**src/rtl/cordic_iter.sv**
```systemverilog
// Folded polar CORDIC engine: STEPS micro-rotations per clock,
// rotating or vectoring per transaction, ready/valid on both sides.
module cordic_iter #(
    parameter int WIDTH      = 16,
    parameter int ITERATIONS = WIDTH + 2,
    parameter int GUARD_BITS = ITERATIONS - 1,
    parameter int STEPS      = 1,
    parameter int TAG_WIDTH  = 4
) (
    input  logic                 clk,
    input  logic                 reset,
    input  logic                 in_valid,
    output logic                 in_ready,
    input  logic                 in_mode,
    input  logic [TAG_WIDTH-1:0] in_tag,
    input  logic [WIDTH-1:0]     x0,
    input  logic [WIDTH-1:0]     y0,
    input  logic [WIDTH-1:0]     z0,
    output logic                 out_valid,
    input  logic                 out_ready,
    output logic [TAG_WIDTH-1:0] out_tag,
    output logic [WIDTH:0]       x,
    output logic [WIDTH:0]       y,
    output logic [WIDTH-1:0]     z
);

    localparam int XW = WIDTH + GUARD_BITS + 1;
    localparam int ZW = WIDTH + GUARD_BITS;
    localparam int CW = (ITERATIONS > 1) ? $clog2(ITERATIONS) : 1;
    localparam logic [CW-1:0] LAST = CW'(ITERATIONS - STEPS);
    localparam logic [CW-1:0] STEP_INC = CW'(STEPS);
    localparam logic [WIDTH-1:0] QUARTER = WIDTH'(1) << (WIDTH - 2);
    localparam logic [XW-1:0] HALF_X = XW'(1) << (GUARD_BITS - 1);
    localparam logic [ZW-1:0] HALF_Z = ZW'(1) << (GUARD_BITS - 1);
    localparam real PI = 3.14159265358979323846;

    if ((ITERATIONS % STEPS) != 0) begin : g_bad_steps
        $error("cordic_iter: STEPS must divide ITERATIONS");
    end

    function automatic real atan_series(real t);
        real sum, term, t2;
        sum  = 0.0;
        term = t;
        t2   = t * t;
        for (int k = 0; k < 40; k++) begin
            if (k % 2 == 0) sum = sum + term / $itor(2 * k + 1);
            else            sum = sum - term / $itor(2 * k + 1);
            term = term * t2;
        end
        return sum;
    endfunction

    // Angle unit: pi maps to 2**(ZW-1) at internal precision
    function automatic logic [ZW-1:0] atan_fix(int i);
        real t, scale, a;
        t     = 1.0;
        scale = 1.0;
        for (int j = 0; j < i; j++) t = t / 2.0;
        for (int j = 0; j < ZW - 1; j++) scale = scale * 2.0;
        a = (i == 0) ? PI / 4.0 : atan_series(t);
        return ZW'(longint'(scale / PI * a));
    endfunction

    logic [ZW-1:0] atan_tab [ITERATIONS];

    for (genvar g = 0; g < ITERATIONS; g++) begin : g_atan
        localparam logic [ZW-1:0] ATAN_G = atan_fix(g);
        assign atan_tab[g] = ATAN_G;
    end

    typedef enum logic [1:0] {IDLE, ITER, ROUND, DONE} state_t;

    state_t               state, state_n;
    logic                 load;
    logic                 mode;
    logic [TAG_WIDTH-1:0] tag;
    logic [CW-1:0]        cnt, idx;
    logic signed [XW-1:0] xr, yr, px, py, sx, sy, dx, dy, rx, ry;
    logic signed [ZW-1:0] zr, pz, sz, rz;
    logic [WIDTH:0]       xe, ye, xm, ym;
    logic [WIDTH-1:0]     zq;
    logic                 pos_turn, neg_turn;
    logic                 unused_lsbs;

    assign pos_turn = in_mode ? (x0[WIDTH-1] & ~y0[WIDTH-1])
                              : (z0[WIDTH-1:WIDTH-2] == 2'b10);
    assign neg_turn = in_mode ? (x0[WIDTH-1] & y0[WIDTH-1])
                              : (z0[WIDTH-1:WIDTH-2] == 2'b01);

    // Extend before negating so the most negative operand survives
    always_comb begin
        xe = {x0[WIDTH-1], x0};
        ye = {y0[WIDTH-1], y0};
        xm = xe;
        ym = ye;
        zq = z0;
        unique case (1'b1)
            pos_turn: begin xm = ye;  ym = -xe; zq = z0 + QUARTER; end
            neg_turn: begin xm = -ye; ym = xe;  zq = z0 - QUARTER; end
            default: ;
        endcase
        px = {xm, {GUARD_BITS{1'b0}}};
        py = {ym, {GUARD_BITS{1'b0}}};
        pz = {zq, {GUARD_BITS{1'b0}}};
    end

    always_comb begin
        sx  = xr;
        sy  = yr;
        sz  = zr;
        idx = cnt;
        dx  = '0;
        dy  = '0;
        for (int s = 0; s < STEPS; s++) begin
            idx = cnt + CW'(s);
            dx  = sy >>> idx;
            dy  = sx >>> idx;
            if (mode ? !sy[XW-1] : sz[ZW-1]) begin
                sx = sx + dx;
                sy = sy - dy;
                sz = sz + atan_tab[idx];
            end else begin
                sx = sx - dx;
                sy = sy + dy;
                sz = sz - atan_tab[idx];
            end
        end
    end

    assign rx = xr + HALF_X;
    assign ry = yr + HALF_X;
    assign rz = zr + HALF_Z;
    assign unused_lsbs = ^{rx[GUARD_BITS-1:0], ry[GUARD_BITS-1:0],
                           rz[GUARD_BITS-1:0]};

    always_comb begin
        state_n  = state;
        in_ready = 1'b0;
        load     = 1'b0;
        unique case (state)
            IDLE: begin
                in_ready = 1'b1;
                if (in_valid) begin
                    load    = 1'b1;
                    state_n = ITER;
                end
            end
            ITER: if (cnt == LAST) state_n = ROUND;
            ROUND: state_n = DONE;
            DONE: begin
                in_ready = out_ready;
                if (out_ready) begin
                    if (in_valid) begin
                        load    = 1'b1;
                        state_n = ITER;
                    end else begin
                        state_n = IDLE;
                    end
                end
            end
            default: state_n = IDLE;
        endcase
    end

    always_ff @(posedge clk or posedge reset) begin
        if (reset) state <= IDLE;
        else       state <= state_n;
    end

    always_ff @(posedge clk or posedge reset) begin
        if (reset) begin
            mode      <= 1'b0;
            tag       <= '0;
            xr        <= '0;
            yr        <= '0;
            zr        <= '0;
            cnt       <= '0;
            out_valid <= 1'b0;
            out_tag   <= '0;
            x         <= '0;
            y         <= '0;
            z         <= '0;
        end else begin
            if (load) begin
                mode <= in_mode;
                tag  <= in_tag;
                xr   <= px;
                yr   <= py;
                zr   <= pz;
                cnt  <= '0;
            end else if (state == ITER) begin
                xr  <= sx;
                yr  <= sy;
                zr  <= sz;
                cnt <= cnt + STEP_INC;
            end
            if (state == ROUND) begin
                x         <= rx[XW-1:GUARD_BITS];
                y         <= ry[XW-1:GUARD_BITS];
                z         <= rz[ZW-1:GUARD_BITS];
                out_tag   <= tag;
                out_valid <= 1'b1;
            end else if (state == DONE && out_ready) begin
                out_valid <= 1'b0;
            end
        end
    end

endmodule
```
**config.mk**
```make
export PLATFORM = sky130hd
export DESIGN_NAME = cordic_iter
export DESIGN_NICKNAME = d
export VERILOG_FILES = /design/src/rtl/cordic_iter.sv
export SDC_FILE = /design/constraint.sdc
export NUM_CORES = 1
export LEC_CHECK = 0
export ABC_AREA = 1
export CAP_MARGIN = 20
export CORE_MARGIN = 2
export CORE_UTILIZATION = 40
export DETAILED_ROUTE_END_ITERATION = 16
export PLACE_DENSITY = 0.58
export SKIP_CTS_REPAIR_TIMING = 1
export SLEW_MARGIN = 20
export SYNTH_ARGS = -nofsm -noshare
export SYNTH_HDL_FRONTEND = slang
export SYNTH_SLANG_ARGS = --single-unit
```
**constraint.sdc**
```tcl
create_clock -name clk -period 6.6 [get_ports clk]
set_input_delay 1.32 -clock clk [delete_from_list [all_inputs] [get_ports clk]]
set_output_delay 1.32 -clock clk [all_outputs]
set_load 0.01 [all_outputs]
```
==> impl_metrics.py, run 1 <==
metrics = {
    "run_status": {
        "status": "complete, no violations",
    },
    "critical_path": {
        "crit_path_start": "cnt[2]$_DFFE_PP0P_",
        "endpoint": "yr[22]$_DFFE_PP0P_",
        "worstReg2RegEnd": "yr[22]$_DFFE_PP0P_",
        "rrSetupSlack_ns": 0.83,
        "path_class": "flop to flop",
        "end_kind": "flop",
        "rr_worst_depth": 24,
        "crit_required_ns": 7.04,
        "crit_fanout": 44,
        "start_kind": "flop",
        "r2r_start": "cnt[2]$_DFFE_PP0P_",
        "crit_arrival_ns": 6.21,
    },
    "routing": {
        "drt_iter0_drc": 2072,
        "route.detailed.drc": 0,
        "wl_mm": 82.90,
        "vias": 23650,
        "wl_per_cell_um": 19.91,
        "vias_per_cell": 5.679,
        "drtPass1Iterations": 6,
        "detail-route-antenna-nets": 0,
    },
    "sta": {
        "worstMarginPinSlew_ns": 0.9981,
        "finalSetupTns_ns": 0,
        "fin_skew_ns": 0.01411,
        "relSlewSlack_pct": 33.22,
        "setup_viol": 0,
        "grt_setup_unrepaired": "no",
        "fmax_mhz": 173.4,
        "slew_violations": 0,
        "period_minus_slack_ns": 5.766,
        "timing.final.crit_share_pct": 87.37,
        "hold_viol": 0,
    },
    "synth": {
        "ys_warn_count": 0,
        "synth_top_family_by_area": "simple AND/OR/NAND/NOR gates",
        "yosys.area_share.simple_pct": 38.76,
        "synthMuxAreaShare_pct": 0,
        "netlist_area_um2": 20510,
        "synth_cell_types": 56,
        "async_flop_share_pct": 100.0,
        "synth_cells": 3450,
        "syn_area_per_cell_um2": 5.946,
        "synth_compound_area_share_pct": 17.19,
        "synth-main-ff-cell": "dfrtp_1",
        "ys_seq_elements": 168,
        "syn-num-nets": 3630,
        "synth_fa_ha_area_share_pct": 7.612,
        "yosysSeqAreaShare_pct": 20.49,
        "synth_edf_count": 0,
        "synthXorXnorAreaFrac_pct": 5.934,
    },
    "cts": {
        "cts_tree": "built",
        "cts_root_buffer": "clkbuf_16",
        "clk_path_buf_depth": 2,
        "cts_sinks": 168,
        "cts_buffers": 17,
        "htreeDepth": 4,
        "path_clk_slew_ns": 0.08,
        "clkLatencyLatePin_ns": 0.51,
    },
    "die": {
        "row_count": 82,
        "die_x_um": 230.5,
        "die_area_um2": 53110,
        "core_area_um2": 50380,
        "die_y_um": 230.5,
        "pin_count": 113,
        "start_util_pct": 40.72,
    },
    "global_route": {
        "grt_pass1_vias": 22170,
        "met1_usage_pct": 38.52,
        "grtUsageMet2_pct": 52.00,
        "grtUsageTotal_pct": 30.86,
        "grt_max_degree": 80,
        "overflow": 0,
        "grt_pass1_wl_mm": 126.6,
        "use_met3_pct": 4.311,
        "antenna_found_initial": 0,
        "grt.busiest_layer": "met2",
    },
    "place": {
        "portBuffers": 112,
        "gp_routability_congestion": 0.9328,
        "dp_hpwl_mm": 63.86,
    },
    "min_path": {
        "hp-class": "flop to flop",
    },
    "layout": {
        "drive_above_1_share_pct": 3.522,
        "final_nets": 3659,
        "n_antenna_cell": 0,
        "syn_to_final_growth_pct": 10.59,
    },
    "flow_run": {
        "maxCapViolCount": 0,
    },
}
[cell usage after synthesis, drive strengths merged, types with 2 or more instances]
master	count	area (um2)
o311ai	3	26.28
clkinv	4	15.01
fa	3	60.06
nor3	41	215.2
o211ai	22	165.2
dfrtp	168	4204
nand2	1039	3913
nor4	9	56.30
a21o	10	75.07
a21oi	197	989.7
a22oi	6	45.04
o221ai	23	201.4
nand3b	4	30.03
o22ai	14	87.58
ha	120	1501
a221oi	4	35.03
or2	22	137.6
o21bai	10	75.07
a31oi	33	206.5
clkbuf	73	274.0
a32oi	5	43.79
nand3	429	2152
a211oi	6	45.04
o31ai	20	155.1
nand4	37	231.5
xor2	93	814.5
o21ai	231	1167
nor2	311	1201
a32o	3	30.03
nor3b	2	15.01
buf	58	331.6
o21a	7	52.55
a21boi	7	52.55
xnor2	46	402.9
o2111ai	2	17.52
inv	382	1434
[cell families after synthesis]
logic type | after synthesis
DFF | 168
AOI/OAI and AO/OA | 609
xor gates and xnor gates | 139
adders and majority gates | 123
buffers and inverters | 517
and+or+nand+nor | 1894
[flip-flops by register name, summed over array words and instances (netlist names), 5 cells and up]
name,flops
y,17
xr,34
cnt,5
x,17
zr,33
z,16
yr,34
[per-stage QoR]
stage	hold slack, ns	cells	cell area (um2)	util [%]	setup slack (ns)
2_1_floorplan	0.4422	3450	20510	-	0.7333
3_3_place_gp	0.4555	4132	22120	43.91	1.030
3_5_place_dp	0.4573	4132	22120	43.91	0.9776
4_1_cts	0.4764	4164	22690	45.04	0.9439
5_1_grt	0.4949	4164	22690	45.04	0.3567
6_report	0.4700	4164	22690	45.04	0.8338
[worst min path at each step]
stage	start	cells past startpoint	to
3_5_place_dp	out_tag[0]$_DFFE_PP0P_	2	out_tag[0]$_DFFE_PP0P_
2_1_floorplan	tag[0]$_DFFE_PP0P_	2	tag[0]$_DFFE_PP0P_
5_1_grt	out_tag[1]$_DFFE_PP0P_	2	out_tag[1]$_DFFE_PP0P_
6_report	tag[0]$_DFFE_PP0P_	2	out_tag[0]$_DFFE_PP0P_
3_3_place_gp	tag[1]$_DFFE_PP0P_	2	tag[1]$_DFFE_PP0P_
4_1_cts	out_tag[0]$_DFFE_PP0P_	2	out_tag[0]$_DFFE_PP0P_
[critical path, cell delays in order (launching register included)]
cell and delay, ns:
dfrtp_2 0.54, inv_2 0.65, buf_4 0.46, nand3_1 0.15, nand3_1 0.18, nand3_1 0.12
nand2_1 0.14, inv_1 0.07, ha_1 0.28, o21ai_0 0.35, fa_1 0.30, nand3_1 0.08
nand3_1 0.09, inv_1 0.06, nor2_1 0.13, nor2_1 0.07, o21ai_0 0.34, inv_1 0.14
o21ai_0 0.66, a21oi_1 0.20, o21ai_0 0.29, a21oi_1 0.09, o21ai_0 0.13, nand3_1 0.10
inv_1 0.06
[metal layers]
metal,vias up,share of wire [%]
met1,11190,42
met3,172,5.5
met2,798,47
li1,11490,-
met4,0,4.9
met5,-,0
[cells in the final DEF, fill, tap and decap left out, types with 4 or more instances in the layout]
cell / n
nand2_1: 1033
nand3_1: 428
inv_1: 370
nor2_1: 302
o21ai_0: 214
a21oi_1: 196
dfrtp_1: 164
ha_1: 120
clkdlybuf4s50_1: 112
xor2_1: 93
xnor2_1: 46
nor3_1: 39
nand4_1: 37
a31oi_1: 33
buf_4: 29
o221ai_1: 23
o211ai_1: 22
or2_2: 20
o31ai_1: 19
clkbuf_16: 17
o22ai_1: 14
o21ai_1: 13
inv_2: 12
a21o_1: 10
o21bai_1: 10
nor4_1: 9
o21a_1: 7
a21boi_0: 7
nor2_2: 7
nand2_2: 6
a211oi_1: 6
a22oi_1: 6
inv_6: 6
a32oi_1: 5
a221oi_1: 4
nand3b_1: 4
dfrtp_2: 4
[cell type report]
| class | instances | area [um2] |
|---|---|---|
| inverter | 386 | 1454 |
| timing repair buffer | 141 | 1339 |
| fill | 5485 | 27690 |
| sequential | 168 | 4209 |
| clock inverter | 14 | 137.6 |
| multi-input combinational | 2765 | 14280 |
| clock buffer | 18 | 429.2 |
| tap | 672 | 840.8 |
Power of run 1 is left out: the tool's default activity adds up to more than one toggle a clock period on the data nets, which glitch-free logic cannot reach.
==> inputs of run 2 (changes only) <==
- REMOVE_ABC_BUFFERS: default -> 1
==> run 2 against run 1 <==
  * Final area rose by 0.20%
  * Sequential share of layout area barely moved
  * Register-to-register slack improved by 0.15 ns
  * First-iteration DRC count increased by 3.6%
  * Wire length shrank 1.1%
  * Largest cell class unchanged
==> impl_metrics.py, run 2 (synthesis gave the netlist of run 1 again) <==
metrics = {
    "run_status": {
        "status": "complete, no violations",
    },
    "global_route": {
        "grt_pass1_vias": 22440,
        "antenna_found_initial": 0,
        "overflow": 0,
        "grt_pass1_wl_mm": 127.0,
        "grtUsageTotal_pct": 30.77,
        "grt_max_degree": 80,
    },
    "sta": {
        "setup_viol": 0,
        "fin_skew_ns": 0.01226,
        "hold_viol": 0,
        "period_minus_slack_ns": 5.612,
        "grt_setup_unrepaired": "no",
        "relSlewSlack_pct": 27.30,
        "worstMarginPinSlew_ns": 1.090,
        "finalSetupTns_ns": 0,
        "timing.final.crit_share_pct": 85.03,
        "fmax_mhz": 178.2,
        "slew_violations": 0,
    },
    "critical_path": {
        "path_class": "flop to flop",
        "r2r_start": "cnt[1]$_DFFE_PP0P_",
        "crit_required_ns": 6.96,
        "rr_worst_depth": 22,
        "crit_fanout": 36,
        "end_kind": "flop",
        "worstReg2RegEnd": "zr[22]$_DFFE_PP0P_",
        "start_kind": "flop",
        "rrSetupSlack_ns": 0.99,
        "crit_arrival_ns": 5.97,
    },
    "flow_run": {
        "maxCapViolCount": 0,
    },
    "cts": {
        "cts_sinks": 168,
        "clk_path_buf_depth": 2,
        "clkLatencyLatePin_ns": 0.51,
        "cts_tree": "built",
        "cts_root_buffer": "clkbuf_16",
        "cts_buffers": 17,
        "path_clk_slew_ns": 0.08,
        "htreeDepth": 4,
    },
    "place": {
        "portBuffers": 112,
        "placed_area_um2": 22150,
        "dp_hpwl_mm": 64.12,
        "gp_routability_congestion": 0.9713,
    },
    "routing": {
        "drtPass1Iterations": 6,
        "wl_mm": 82.01,
        "detail-route-antenna-nets": 0,
        "vias_per_cell": 5.625,
        "vias": 23430,
        "wl_per_cell_um": 19.69,
        "drt_iter0_drc": 2146,
        "route.detailed.drc": 0,
    },
    "die": {
        "row_count": 82,
        "die_area_um2": 53110,
        "core_area_um2": 50380,
        "pin_count": 113,
        "start_util_pct": 40.72,
        "die_x_um": 230.5,
        "die_y_um": 230.5,
    },
    "layout": {
        "final_nets": 3661,
        "seq_area_um2": 4209,
        "final_area_um2": 22730,
        "drive_above_1_share_pct": 3.579,
        "reg.largest.list": "xr (34), yr (34), zr (33)",
        "multi_input_area_um2": 14270,
        "fill_cells": 5543,
        "final_cell_mix": "nand2_1, nand3_1, inv_1, nor2_1, o21ai_0",
        "n_antenna_cell": 0,
        "layout_commonest_cell": "nand2_1",
        "syn_to_final_growth_pct": 10.81,
    },
    "min_path": {
        "hold_end": "y[0]$_DFFE_PP0P_",
        "worstHoldPathCells": 2,
        "min_from": "y[0]$_DFFE_PP0P_",
        "hp-class": "flop to flop",
    },
}
[run 2: worst max-delay path by stage]
stage | startpoint | to | slack (ns) | depth (start not counted)
floorplan | cnt[0]$_DFFE_PP0P_ | zr[30]$_DFFE_PP0P_ | 0.60 | 26
detailed placement | cnt[1]$_DFFE_PP0P_ | zr[22]$_DFFE_PP0P_ | 1.10 | 22
finish | cnt[1]$_DFFE_PP0P_ | zr[22]$_DFFE_PP0P_ | 0.99 | 22
global placement | cnt[1]$_DFFE_PP0P_ | zr[22]$_DFFE_PP0P_ | 1.06 | 22
global route | cnt[0]$_DFFE_PP0P_ | xr[30]$_DFFE_PP0P_ | 0.52 | 27
CTS | cnt[1]$_DFFE_PP0P_ | zr[22]$_DFFE_PP0P_ | 1.01 | 22
[run 2: layout make-up]
| cell class | count | area share (%) |
|---|---|---|
| multi-input cells | 2765 | 62.78 |
| flip-flops and latches | 168 | 18.52 |
| inverters | 386 | 6.412 |
| repair buffers | 143 | 6.010 |
| well taps | 672 | 3.699 |
| clock buffers | 17 | 1.871 |
| clock inverters | 14 | 0.7100 |
[run 2: metrics by stage]
stage	hold slack, ns	util, %	worst slack (ns)	std cells
2_1_floorplan	0.4422	-	0.6035	3319
3_3_place_gp	0.4525	43.96	1.063	4134
3_5_place_dp	0.4582	43.96	1.095	4134
4_1_cts	0.4774	45.13	1.008	4165
5_1_grt	0.5042	45.13	0.5245	4165
6_report	0.4732	45.13	0.9877	4165
[run 2: critical path, cell delays in order, from the launching register on]
cell	delay, ns
dfrtp_2	0.42
inv_2	0.47
ha_1	0.40
inv_1	0.15
a21oi_1	0.12
a21oi_1	0.39
ha_1	0.22
inv_1	0.07
nor2_1	0.10
nand2_1	0.08
nor2_1	0.24
nand2_1	0.16
nand2_1	0.31
xnor2_1	0.11
ha_1	0.41
nand2_1	0.15
nor2_1	0.17
nand4_1	0.10
o211ai_1	0.55
a21oi_1	0.23
o21ai_0	0.31
xnor2_1	0.20
o21bai_1	0.10
[run 2: per-layer routing]
metal	up-vias	GRT usage, %	part of all wire (%)
li1	11510	-	-
met1	10940	39.55	44
met2	808	51.92	47
met3	168	3.792	5.2
met4	0	13.15	4.2
met5	-	0	0
Power of run 2 is left out for the same reason.
